<file path="config.mk">
export PLATFORM = sky130hd
export DESIGN_NAME = param_register_file_flat
export DESIGN_NICKNAME = d
export VERILOG_FILES = /design/src/rtl/param_register_file_if.sv /design/src/rtl/param_register_file.sv /design/src/flat_wrapper.sv
export SDC_FILE = /design/constraint.sdc
export NUM_CORES = 1
export LEC_CHECK = 0
export CORE_ASPECT_RATIO = 2
export CORE_MARGIN = 3
export CORE_UTILIZATION = 44
export DETAILED_ROUTE_END_ITERATION = 10
export GPL_TIMING_DRIVEN = 0
export RECOVER_POWER = 25
export REMOVE_ABC_BUFFERS = 1
export SLEW_MARGIN = 20
export SYNTH_ARGS = -nofsm -noshare
export SYNTH_HDL_FRONTEND = slang
export SYNTH_SLANG_ARGS = --single-unit
</file>
<file path="constraint.sdc">
create_clock -name clock -period 6 [get_ports clock]
set_input_delay 1.2 -clock clock [delete_from_list [all_inputs] [get_ports clock]]
set_output_delay 1.2 -clock clock [all_outputs]
set_load 0.02 [all_outputs]
</file>
<file path="src/rtl/param_register_file_if.sv">
// Register file bus: write port, reserve port, two read ports and their registered results.
// The master drives requests; the slave (the register file) returns data, busy flags and count.
interface param_register_file_if #(
    parameter int unsigned DATA_WIDTH = 16,
    parameter int unsigned ADDR_WIDTH = 4
);
    logic                  controlRegWrite;
    logic [ADDR_WIDTH-1:0] writeReg;
    logic [DATA_WIDTH-1:0] writeData;
    logic                  controlRegReserve;
    logic [ADDR_WIDTH-1:0] reserveReg;
    logic [ADDR_WIDTH-1:0] readReg1;
    logic [ADDR_WIDTH-1:0] readReg2;
    logic [DATA_WIDTH-1:0] reg1Data;
    logic [DATA_WIDTH-1:0] reg2Data;
    logic                  reg1Busy;
    logic                  reg2Busy;
    logic [ADDR_WIDTH:0]   busyCount;

    modport master (
        output controlRegWrite,
        output writeReg,
        output writeData,
        output controlRegReserve,
        output reserveReg,
        output readReg1,
        output readReg2,
        input  reg1Data,
        input  reg2Data,
        input  reg1Busy,
        input  reg2Busy,
        input  busyCount
    );

    modport slave (
        input  controlRegWrite,
        input  writeReg,
        input  writeData,
        input  controlRegReserve,
        input  reserveReg,
        input  readReg1,
        input  readReg2,
        output reg1Data,
        output reg2Data,
        output reg1Busy,
        output reg2Busy,
        output busyCount
    );
endinterface

</file>
<file path="src/rtl/param_register_file.sv">
// Two-read, one-write register file with a pending (scoreboard) bit per register.
// All state and outputs update on the falling edge of clock; reads see same-edge writes.
module param_register_file #(
    parameter int unsigned DATA_WIDTH = 16,
    parameter int unsigned ADDR_WIDTH = 4,
    parameter int unsigned ZERO_REG   = 0
) (
    input logic                  clock,
    input logic                  reset,
    param_register_file_if.slave bus
);
    localparam int unsigned Depth   = 2 ** ADDR_WIDTH;
    localparam int unsigned CntW    = ADDR_WIDTH + 1;
    localparam bit          ZeroReg = (ZERO_REG != 0);

    logic [DATA_WIDTH-1:0] mem_q [Depth];
    logic [Depth-1:0]      pending_q, pending_d;

    logic [DATA_WIDTH-1:0] reg1_data_q, reg1_data_d;
    logic [DATA_WIDTH-1:0] reg2_data_q, reg2_data_d;
    logic                  reg1_busy_q, reg1_busy_d;
    logic                  reg2_busy_q, reg2_busy_d;
    logic [CntW-1:0]       busy_count_q, busy_count_d;

    logic write_en;
    logic reserve_en;
    logic zero1, zero2;

    function automatic logic is_zero_idx(input logic [ADDR_WIDTH-1:0] idx);
        return ZeroReg && (idx == '0);
    endfunction

    always_comb begin
        write_en   = bus.controlRegWrite && !is_zero_idx(bus.writeReg);
        reserve_en = bus.controlRegReserve && !is_zero_idx(bus.reserveReg);
        zero1      = is_zero_idx(bus.readReg1);
        zero2      = is_zero_idx(bus.readReg2);
    end

    // Reserve is applied after the write clear so a same-index reserve wins.
    always_comb begin
        pending_d = pending_q;
        if (write_en) begin
            pending_d[bus.writeReg] = 1'b0;
        end
        if (reserve_en) begin
            pending_d[bus.reserveReg] = 1'b1;
        end
    end

    always_comb begin
        busy_count_d = '0;
        for (int i = 0; i < Depth; i++) begin
            busy_count_d = busy_count_d + {{ADDR_WIDTH{1'b0}}, pending_d[i]};
        end
    end

    always_comb begin
        reg1_data_d = mem_q[bus.readReg1];
        if (zero1) begin
            reg1_data_d = '0;
        end else if (write_en && (bus.writeReg == bus.readReg1)) begin
            reg1_data_d = bus.writeData;
        end

        reg2_data_d = mem_q[bus.readReg2];
        if (zero2) begin
            reg2_data_d = '0;
        end else if (write_en && (bus.writeReg == bus.readReg2)) begin
            reg2_data_d = bus.writeData;
        end

        reg1_busy_d = !zero1 && pending_d[bus.readReg1];
        reg2_busy_d = !zero2 && pending_d[bus.readReg2];
    end

    always_ff @(negedge clock) begin
        if (reset) begin
            for (int i = 0; i < Depth; i++) begin
                mem_q[i] <= '0;
            end
            pending_q    <= '0;
            reg1_data_q  <= '0;
            reg2_data_q  <= '0;
            reg1_busy_q  <= 1'b0;
            reg2_busy_q  <= 1'b0;
            busy_count_q <= '0;
        end else begin
            if (write_en) begin
                mem_q[bus.writeReg] <= bus.writeData;
            end
            pending_q    <= pending_d;
            reg1_data_q  <= reg1_data_d;
            reg2_data_q  <= reg2_data_d;
            reg1_busy_q  <= reg1_busy_d;
            reg2_busy_q  <= reg2_busy_d;
            busy_count_q <= busy_count_d;
        end
    end

    assign bus.reg1Data  = reg1_data_q;
    assign bus.reg2Data  = reg2_data_q;
    assign bus.reg1Busy  = reg1_busy_q;
    assign bus.reg2Busy  = reg2_busy_q;
    assign bus.busyCount = busy_count_q;
endmodule

</file>
<file path="src/flat_wrapper.sv">
// flat-port wrapper written by rule: the top's interface ports become plain ports
module param_register_file_flat 
#(
    parameter int unsigned DATA_WIDTH = 16,
    parameter int unsigned ADDR_WIDTH = 4,
    parameter int unsigned ZERO_REG   = 0
)
  (clock, reset, bus_controlRegWrite, bus_writeReg, bus_writeData, bus_controlRegReserve, bus_reserveReg, bus_readReg1, bus_readReg2, bus_reg1Data, bus_reg2Data, bus_reg1Busy, bus_reg2Busy, bus_busyCount);
  param_register_file_if #(.DATA_WIDTH(DATA_WIDTH), .ADDR_WIDTH(ADDR_WIDTH)) bus_i ();
  input logic clock;
  input logic reset;
  input wire logic [$bits(bus_i.controlRegWrite)-1:0] bus_controlRegWrite;
  input wire logic [$bits(bus_i.writeReg)-1:0] bus_writeReg;
  input wire logic [$bits(bus_i.writeData)-1:0] bus_writeData;
  input wire logic [$bits(bus_i.controlRegReserve)-1:0] bus_controlRegReserve;
  input wire logic [$bits(bus_i.reserveReg)-1:0] bus_reserveReg;
  input wire logic [$bits(bus_i.readReg1)-1:0] bus_readReg1;
  input wire logic [$bits(bus_i.readReg2)-1:0] bus_readReg2;
  output wire logic [$bits(bus_i.reg1Data)-1:0] bus_reg1Data;
  output wire logic [$bits(bus_i.reg2Data)-1:0] bus_reg2Data;
  output wire logic [$bits(bus_i.reg1Busy)-1:0] bus_reg1Busy;
  output wire logic [$bits(bus_i.reg2Busy)-1:0] bus_reg2Busy;
  output wire logic [$bits(bus_i.busyCount)-1:0] bus_busyCount;
  assign bus_i.controlRegWrite = bus_controlRegWrite;
  assign bus_i.writeReg = bus_writeReg;
  assign bus_i.writeData = bus_writeData;
  assign bus_i.controlRegReserve = bus_controlRegReserve;
  assign bus_i.reserveReg = bus_reserveReg;
  assign bus_i.readReg1 = bus_readReg1;
  assign bus_i.readReg2 = bus_readReg2;
  assign bus_reg1Data = bus_i.reg1Data;
  assign bus_reg2Data = bus_i.reg2Data;
  assign bus_reg1Busy = bus_i.reg1Busy;
  assign bus_reg2Busy = bus_i.reg2Busy;
  assign bus_busyCount = bus_i.busyCount;
  param_register_file #(.DATA_WIDTH(DATA_WIDTH), .ADDR_WIDTH(ADDR_WIDTH), .ZERO_REG(ZERO_REG)) u_core (.clock(clock), .reset(reset), .bus(bus_i));
endmodule
</file>
# After elaboration in Yosys (flattened, before gate mapping)
# Memory sizes are Yosys's and may differ from the RTL's. A register that Yosys moved wholly into a read port is not among the register bits.
# Index checks and enable logic that the tools add are counted.
# classes
add_sub_neg	15
magnitude_cmp	6
muxes	18
n_bitwise	3
n_reduce_logical	3
# ops
op	n
$add A5 B1 Y5	14
$mux W16	3
$lt A4 B5 Y1 const B	4
$and A16 B16 Y16	1
$not A16 Y16	1
$or A16 B16 Y16	1
$reduce_or A16 Y1	1
$mux W1	10
$bmux W1 S4	2
$demux W1 S4	2
$ge A4 B1 Y1 const B	2
$mux W4	1
$add A1 B1 Y2	1
$logic_and A1 B1 Y1	2
# word_totals
reg_bits	23
ram_bits	256
in_bits	36
word_cells	50
memories	1
# mem_list
memory	depth	word_bits	rd	rd_ports_with_merged_regs	wr	line_no	rtl
u_core.mem_q	16	16	2	2	16	param_register_file.sv:16	logic [DATA_WIDTH-1:0] mem_q [Depth];

# Longest topological paths before layout
# Gate-level depths: netlist (run 1).
# depth
depth_word	24
mapped_depth	18

==> results of run 1 <==
==> critical path, stage by stage <==
cell    delay, ns
buf_12       0.10
or2_4        0.25
or2_4        0.24
a22o_4       0.24
ha_4         0.26
inv_2        0.03
fa_1         0.57
fa_1         0.47
fa_1         0.47
fa_1         0.52
inv_2        0.07
fa_2         0.44
inv_2        0.08
fa_2         0.42
nor2_1       0.09
==> per-stage QoR <==
| step | setup slack, ns | utilization | std cells | instance area [µm²] |
|---|---|---|---|---|
| 3_5_place_dp | -4.09 | 0.490 | 1609 | 17600 |
| 4_1_cts | -2.04 | 0.558 | 1991 | 20100 |
| 6_report | -1.91 | 0.560 | 1995 | 20100 |
| 5_1_grt | -2.04 | 0.560 | 1995 | 20100 |
| 3_3_place_gp | -5.70 | 0.473 | 1582 | 17000 |
| 2_1_floorplan | -2.22 | - | 1058 | 15700 |
==> layout by cell type, fill, tap and decap left out, drive strengths merged, types with 34 or more instances in the layout <==
cell / synthesis / routed
a22o: 34 / 34
o21ai: 45 / 45
inv: 18 / 337
clkdlybuf4s50: 0 / 57
dfxtp: 55 / 55
and2: 260 / 260
edfxtp: 256 / 256
nor2: 36 / 36
buf: 33 / 57
a221oi: 34 / 34
mux4: 128 / 128
nand2: 56 / 56
==> layer usage <==
metal	up-vias	routed length, µm	global-route usage
met1	5871	16900	0.266
met2	494	27100	0.440
li1	5095	-	-
met4	0	1950	0.143
met3	135	2680	0.0552
met5	-	0	0
==> cell families after synthesis <==
kind of cell / after synthesis / synth area share
XOR/XNOR: 10 / 0.00544
AO/OA/AOI/OAI: 158 / 0.0713
buffers and inverters: 116 / 0.0301
adder cells (fa/ha/maj): 15 / 0.0163
AND/OR/NAND/NOR: 414 / 0.149
flip-flops: 311 / 0.546
multiplexers: 132 / 0.182
==> how the worst max path moves through the flow <==
stage / start / endpoint / slack, ns
after floorplan: bus_writeReg[0] / u_core.bus.busyCount[3] / -2.22
after global placement: bus_readReg1[0] / u_core.bus.reg1Data[8] / -5.70
after detailed placement: bus_writeReg[0] / u_core.bus.busyCount[4] / -4.09
after CTS: bus_writeReg[1] / u_core.bus.busyCount[4] / -2.04
after global routing: bus_writeReg[1] / u_core.bus.busyCount[3] / -2.04
final: bus_writeReg[2] / u_core.bus.busyCount[1] / -1.91
==> layout make-up <==
type                            count  area [µm²]  share of cell area
Inverter                           17        63.8             0.00317
Clock buffer                       31         776              0.0386
Multi-Input combinational cell    729        7150               0.355
Sequential cell                   311        8790               0.437
Tap cell                          450         563              0.0280
Timing Repair Buffer              121        1320              0.0658
Clock inverter                    336        1450              0.0722
==> sequential cells by signal, summed over array words and instances (netlist names) <==
name / count
u_core.bus.busyCount: 5
u_core.bus.reg1Busy: 1
u_core.bus.reg1Data: 16
u_core.bus.reg2Busy: 1
u_core.bus.reg2Data: 16
u_core.mem_q: 256
u_core.pending_q: 16
==> timing repair <==
item / CTS / global route
resized for setup: 73 / 10
setup endpoints to repair: 214 / 12
pin swaps: 22 / 6
cloned: 0 / 0
setup buffers: 16 / 4
==> power by group through the flow <==
stage	clock (mW)	combinational [mW]	sequential (mW)
3_3_place_gp	0.309	0.699	2.57
4_1_cts	2.94	0.710	2.55
2_1_floorplan	0.309	0.324	2.59
6_report	2.86	0.713	2.55
3_5_place_dp	0.309	0.692	2.57
5_1_grt	3.20	0.750	2.56
==> results.json, run 1 <==
{
  "worst_pin_slew_ns": 0.933,
  "clockBufferDepth": 3,
  "r2r.worst_path.cells": 12,
  "totalWireLength_um": 48700,
  "cp.required_ns": 3.54,
  "yosysSeqAreaShare": 0.546,
  "grt_pass1_vias": 12700,
  "dr.pass1.iters": 5,
  "setup_viol_count_final": 5,
  "tns_ns": -9.20,
  "drtIter0Drc": 814,
  "p_switching_mw": 1.83,
  "p_comb_frac": 0.116,
  "yosys_warnings": 0,
  "yosysMostFrequentCell": "and2_1",
  "min_to": "u_core.pending_q[13]",
  "cp-end-kind": "flop",
  "rrSetupSlack_ns": 1.98,
  "nets": 1573,
  "gp_congestion": 0.857,
  "die_h_um": 277,
  "hp-class": "flop to flop",
  "r2r_end": "u_core.bus.busyCount[1]",
  "cts_root_buf": "clkbuf_16",
  "via_per_inst": 5.81,
  "cts-htree-levels": 1,
  "grt_max_degree": 41,
  "dieWidth_um": 141,
  "whs_ns": 0.500,
  "clkTransAtPathRegs_ns": 0.03,
  "swShare": 0.299,
  "finalHoldViolations": 0,
  "drive_above_1_share": 0.203,
  "setup_ws_ns": -1.91,
  "syn_avg_cell_area_um2": 13.9,
  "violations": "setup timing",
  "synth_flop_cell": "edfxtp_1",
  "cp-start-kind": "primary input",
  "io_buffers": 74,
  "p_leak_nw": 8.25,
  "synth_commonest_cells": "and2_1 (260), edfxtp_1 (256), mux4_2 (128)",
  "crit_type": "primary input to flop",
  "clock_skew_ns": 0.0211,
  "io_pins": 75,
  "worstPathArrival_ns": 5.45,
  "synthArstFlopShare": 0,
  "cts_tree": "built",
  "wire_per_inst_um": 24.4,
  "rr_startpoint": "u_core.pending_q[1]",
  "drc": 0,
  "powerDensity_mw_per_mm2": 305,
  "clkPwrFrac": 0.468,
  "grt.overflow.total": 0,
  "pwr-share-seq": 0.416,
  "dieArea_mm2": 0.0391,
  "antenna_found_initial": 0,
  "drv_cap": 0,
  "synth_area_mm2": 0.0161,
  "ys_seq_elements": 311,
  "synth_area_leader_cell": "edfxtp_1",
  "synth_area_leaders": "edfxtp_1 (48%), mux4_2 (18%), and2_1 (10%), dfxtp_1 (6.8%), a221oi_1 (1.8%)",
  "worstHoldPathCells": 2,
  "ant_nets": 0,
  "nFillCells": 3016,
  "ir_worst_vdd_mv": 0.239,
  "hold_start": "u_core.pending_q[13]",
  "p_int_mw": 4.29,
  "clk_latency_ns": 0.62,
  "synth_edf_count": 256,
  "cts_buffers": 31,
  "dp.final_hpwl_um": 30700,
  "total_power_mw": 6.13,
  "grtUsageTotal": 0.248,
  "hold_buffers": 0,
  "syn-instance-count": 1156,
  "max_slew_margin": 0.377,
  "rsz0062_at_grt": "yes",
  "synth.top_cell.area_share": 0.477,
  "status": "finished, violations left",
  "initial_core_util": 0.448,
  "syn_to_final_growth_pct": 24.9,
  "core_mm2": 0.0359,
  "vias": 11600,
  "critPathMaxFanout": 2,
  "cts.sinks": 311,
  "n_antenna_cell": 0,
  "synth_cell_types": 51,
  "slew_viol_final": 0,
  "rows": 98,
  "grt_first_pass_wirelength_um": 72400
}
Power figures use the tool's default switching activity.
==> inputs of run 2 (changes only) <==
CORE_UTILIZATION = 30   (was 44)
==> run 2 against run 1 <==
  * The flow still finishes with violations (setup timing)
  * Final cell count increased by 11%
  * Routed wire length grew 4.8%
  * Largest power group unchanged
  * Sequential cell count unchanged
  * Global-route usage down 7.1 points
  * Final area rose by 1.8%
  * Die area grew 45%
  * Highest routed layer unchanged
  * Sequential share of layout area fell by 0.77 points
  * Sequential power about the same
  * Total power decreased by 0.25%
==> results.json, run 2 (synthesized netlist as in run 1, its figures left out) <==
{
  "cts_tree": "built",
  "gp_congestion": 0.789,
  "io_pins": 75,
  "final_cell_count_no_fill": 2223,
  "status": "finished, violations left",
  "clockBufferDepth": 3,
  "whs_ns": 0.500,
  "p_leak_nw": 8.31,
  "grt_first_pass_wirelength_um": 74300,
  "n_antenna_cell": 0,
  "totalWireLength_um": 51000,
  "vias": 11700,
  "path_cells": "buf_12, or3b_4, buf_6, or2_4, a22oi_4, fa_1, fa_1, fa_1, fa_1, inv_2, fa_2, inv_2, fa_2, nor2_4",
  "slew_viol_final": 0,
  "cts.sinks": 311,
  "violations": "setup timing",
  "antenna_found_initial": 0,
  "cpPeakStageDelay_ns": 0.52,
  "via_per_inst": 5.25,
  "nets": 1586,
  "drive_above_1_share": 0.211,
  "slowest_stage": "fa_1",
  "syn_to_final_growth_pct": 27.2,
  "cp_common_cell": "fa_1",
  "worst_pin_slew_ns": 1.17,
  "drtIter0Drc": 951,
  "dr.pass1.iters": 6,
  "worstPathArrival_ns": 5.31,
  "cp-start-kind": "primary input",
  "hold_buffers": 0,
  "setup_ws_ns": -1.75,
  "cts-htree-levels": 1,
  "placed_area_mm2": 0.0179,
  "dieArea_mm2": 0.0567,
  "grt_pass1_vias": 13000,
  "cts_root_buf": "clkbuf_16",
  "core_mm2": 0.0529,
  "multi_input_area_mm2": 0.00714,
  "ir_worst_vdd_mv": 0.207,
  "largest_reg_flops": 256,
  "io_buffers": 74,
  "setup_viol_count_final": 5,
  "wire_per_inst_um": 23.0,
  "clk_latency_ns": 0.64,
  "initial_core_util": 0.305,
  "drv_cap": 0,
  "cp.required_ns": 3.56,
  "largest_register": "u_core.mem_q",
  "dp.cells": 1825,
  "grtUsageTotal": 0.177,
  "grt_max_degree": 41,
  "cts_buffers": 31,
  "grt.overflow.total": 0,
  "rsz0062_at_grt": "yes",
  "rows": 119,
  "powerDensity_mw_per_mm2": 298,
  "hp-class": "flop to flop",
  "nFillCells": 4940,
  "crit_type": "primary input to flop",
  "cp-end-kind": "flop",
  "mostFrequentLayoutCell": "inv_1",
  "final_cell_mix": "inv_1 (326), and2_1 (258), edfxtp_1 (256)",
  "clock_skew_ns": 0.0201,
  "final_area_mm2": 0.0205,
  "pre_cts_slack_ns": -3.84,
  "drc": 0,
  "dp.final_hpwl_um": 33200,
  "dieWidth_um": 170,
  "total_power_mw": 6.11,
  "max_slew_margin": 0.220,
  "seqCellArea_mm2": 0.00879,
  "finalHoldViolations": 0,
  "die_h_um": 334,
  "clkTransAtPathRegs_ns": 0.04,
  "ant_nets": 0,
  "critPathMaxFanout": 5
}
[run 2: changes by cell type in the layout (fill, tap and decap cells not counted), moves of 2 or more]
cell | before | now
bufinv_16 | 6 | 3
inv_1 | 329 | 326
buf_8 | 2 | 9
buf_4 | 23 | 35
clkinv_4 | 2 | 5
inv_6 | 1 | 3
buf_6 | 20 | 14
clkinvlp_2 | 8 | 4
[run 2: metrics by stage]
stage                     setup TNS [ns]  utilization
after CTS                          -9.29        0.385
after floorplan                   -10.61            -
after global routing               -8.86        0.387
after detailed placement         -356.82        0.338
final                              -8.32        0.387
after global placement          -1125.33        0.327
[run 2: power breakdown]
| group | internal [mW] | switching [mW] | leakage [nW] |
|---|---|---|---|
| clock network | 1.37 | 1.47 | 2.17 |
| logic | 0.330 | 0.388 | 3.24 |
| registers | 2.49 | 0.0610 | 2.90 |
| total | 4.19 | 1.92 | 8.31 |
[run 2: cell type report]
cell class,count,area share
flip-flops and latches,311,0.429
multi-input cells,729,0.348
repair buffers,134,0.0710
clock inverters,336,0.0697
well taps,665,0.0406
clock buffers,31,0.0379
inverters,17,0.00312
[run 2: critical path, delay by kind of cell]
family / cells / cell delay (ns)
buffers and inverters: 4 / 0.37
AND/OR/NAND/NOR: 3 / 0.82
AO/OA/AOI/OAI: 1 / 0.19
adder cells (fa/ha/maj): 6 / 2.73
[run 2: path summary, 6_finish.rpt]
| kind | startpoint | to | slack [ns] | depth (start not counted) |
|---|---|---|---|---|
| worst max-delay path | bus_writeReg[0] | u_core.bus.busyCount[1] | -1.75 | 14 |
| worst min-delay path | u_core.pending_q[10] | u_core.pending_q[10] | 0.50 | 2 |
| worst max register to register | u_core.pending_q[1] | u_core.bus.busyCount[1] | 2.15 | 12 |
| worst min register to register | u_core.pending_q[10] | u_core.pending_q[10] | 0.50 | 2 |
[run 2: timing repair]
action	4_1_cts	5_1_grt
gates cloned	0	0
pin swaps	26	13
buffers inserted	23	9
setup endpoints to repair	262	22
gates resized for setup	73	14
[run 2: per-layer routing]
metal / vias to the layer above / share of wire / GRT usage / routed length [µm]
met3: 158 / 0.069 / 0.0426 / 3500
met2: 579 / 0.55 / 0.323 / 28300
met5: - / 0 / 0 / 0
met1: 5814 / 0.33 / 0.174 / 16600
met4: 0 / 0.052 / 0.119 / 2670
li1: 5130 / - / - / -
==> inputs of run 3 (changes only) <==
CAP_MARGIN = 25   (was not set)
==> run 3 against run 2 <==
  * The flow still finishes with violations (setup timing)
  * Global-route usage is essentially flat
  * Critical path depth grew 2
  * Clock power grew 2%
  * Final area grew 0.38%
  * Via count shrank 0.46%
  * Non-clock buffer count grew 2
  * Die area is the same
  * Register-to-register slack is essentially flat
  * Combinational power grew 0.6%
  * Sequential cell count is the same
  * Total power grew 0.86%
  * First-iteration DRC count shrank 9.7%
  * Critical path type unchanged
==> results.json, run 3 (synthesized netlist as in run 1, its figures left out) <==
{
  "nFillCells": 4952,
  "dp.final_hpwl_um": 33300,
  "via_per_inst": 5.22,
  "drtIter0Drc": 859,
  "wire_per_inst_um": 22.9,
  "cts-htree-levels": 2,
  "die_h_um": 334,
  "cts_buffers": 34,
  "cpPeakStageDelay_ns": 0.52,
  "cp-start-kind": "primary input",
  "drv_cap": 0,
  "final_cell_mix": "inv_1 (329), and2_1 (258), edfxtp_1 (256)",
  "final_util": 0.389,
  "nets": 1591,
  "powerDensity_mw_per_mm2": 300,
  "dieWidth_um": 170,
  "largest_register": "u_core.mem_q",
  "finalHoldViolations": 0,
  "pre_cts_slack_ns": -3.85,
  "rows": 119,
  "drive_above_1_share": 0.211,
  "r2r.worst_path.cells": 13,
  "rrSetupSlack_ns": 2.14,
  "setup_ws_ns": -1.81,
  "hp-class": "flop to flop",
  "io_buffers": 74,
  "status": "finished, violations left",
  "slew_viol_final": 0,
  "cp.depth": 16,
  "cts_root_buf": "clkbuf_16",
  "clock_skew_ns": 0.0315,
  "mostFrequentLayoutCell": "inv_1",
  "worst_pin_slew_ns": 0.921,
  "clk_latency_ns": 0.60,
  "p_leak_nw": 8.34,
  "largest_reg_flops": 256,
  "placed_area_mm2": 0.0179,
  "ant_nets": 0,
  "clkTransAtPathRegs_ns": 0.04,
  "crit_type": "primary input to flop",
  "final_area_mm2": 0.0206,
  "totalWireLength_um": 51000,
  "grt.overflow.total": 0,
  "cp.required_ns": 3.45,
  "ir_worst_vdd_mv": 0.181,
  "cp_num_buf_inv": 3,
  "critPathMaxFanout": 2,
  "dp.cells": 1826,
  "grt_pass1_vias": 12900,
  "worstPathArrival_ns": 5.26,
  "vias": 11600,
  "crit_family": "adder cells",
  "crit_end": "u_core.bus.busyCount[3]",
  "grt_max_degree": 41,
  "core_mm2": 0.0529,
  "dieArea_mm2": 0.0567,
  "rr_startpoint": "u_core.pending_q[1]",
  "violations": "setup timing",
  "setup_viol_count_final": 6,
  "cts_tree": "built",
  "cts.sinks": 311,
  "max_slew_margin": 0.385,
  "grtUsageTotal": 0.177,
  "io_pins": 75,
  "drc": 0,
  "r2r_end": "u_core.bus.busyCount[3]",
  "cp-end-kind": "flop",
  "path_cells": "buf_12, or2_4, or2_4, a22o_1, ha_1, inv_2, fa_1, fa_1, fa_1, fa_1, inv_1, fa_2, a21o_1, a21oi_2, xor2_1, nor2_2",
  "grt_first_pass_wirelength_um": 74000,
  "antenna_found_initial": 0,
  "dr.pass1.iters": 5,
  "cp-startpoint": "bus_writeReg[2]",
  "syn_to_final_growth_pct": 27.6,
  "rsz0062_at_grt": "yes",
  "final_cell_count_no_fill": 2227,
  "slowest_stage": "fa_1",
  "initial_core_util": 0.305,
  "gp_congestion": 0.789,
  "clockBufferDepth": 3,
  "cp_common_cell": "fa_1"
}
[run 3: power by group]
part,switching (mW),internal [mW],total [mW]
Sequential,0.0612,2.49,2.55
Combinational,0.390,0.332,0.722
Clock,1.42,1.47,2.89
[run 3: per-stage QoR]
stage | TNS, ns | total power [mW] | hold WS, ns
floorplan | -10.61 | 3.22 | 0.460
global placement | -1125.33 | 3.57 | 0.484
detailed placement | -364.46 | 3.58 | 0.492
CTS | -9.32 | 6.25 | 0.496
global route | -9.03 | 6.56 | 0.512
finish | -8.62 | 6.16 | 0.496
[run 3: worst min-delay path by stage]
stage	startpoint	endpoint	slack, ns	depth (start not counted)
after floorplan	u_core.pending_q[12]	u_core.pending_q[12]	0.46	2
after global placement	u_core.pending_q[12]	u_core.pending_q[12]	0.48	2
after detailed placement	u_core.pending_q[10]	u_core.pending_q[10]	0.49	2
after CTS	u_core.pending_q[10]	u_core.pending_q[10]	0.50	2
after global routing	u_core.pending_q[12]	u_core.pending_q[12]	0.51	2
final	u_core.pending_q[10]	u_core.pending_q[10]	0.50	2
[run 3: final cells by class]
cell class                      instances  area, µm²  share of cell area
Sequential cell                       311       8790               0.428
Multi-Input combinational cell        729       7150               0.348
Timing Repair Buffer                  136       1480              0.0722
Clock inverter                        333       1360              0.0663
Clock buffer                           35        876              0.0426
Tap cell                              665        832              0.0405
Inverter                               17       63.8             0.00310
Antenna cell                            1       2.50            0.000122
[run 3: metal layers]
layer  track usage  vias up  share of wire  routed length [µm]
met1         0.177     5786           0.33               17000
met4         0.125        0          0.057                2910
met3        0.0447      152          0.062                3160
met2         0.315      545           0.55               27900
li1              -     5144              -                   -
met5             0        -              0                   0
[run 3: worst min-delay path: cells and delay by family (launching register included)]
kind            cells  cell delay [ns]
flops               1             0.29
compound gates      2             0.16
[run 3: repair_timing]
action | in CTS | in global routing
pin swaps | 21 | 14
gates resized for setup | 75 | 18
buffers inserted | 22 | 10
hold buffers | 0 | 0
setup endpoints to repair | 283 | 10
cloned | 0 | 1
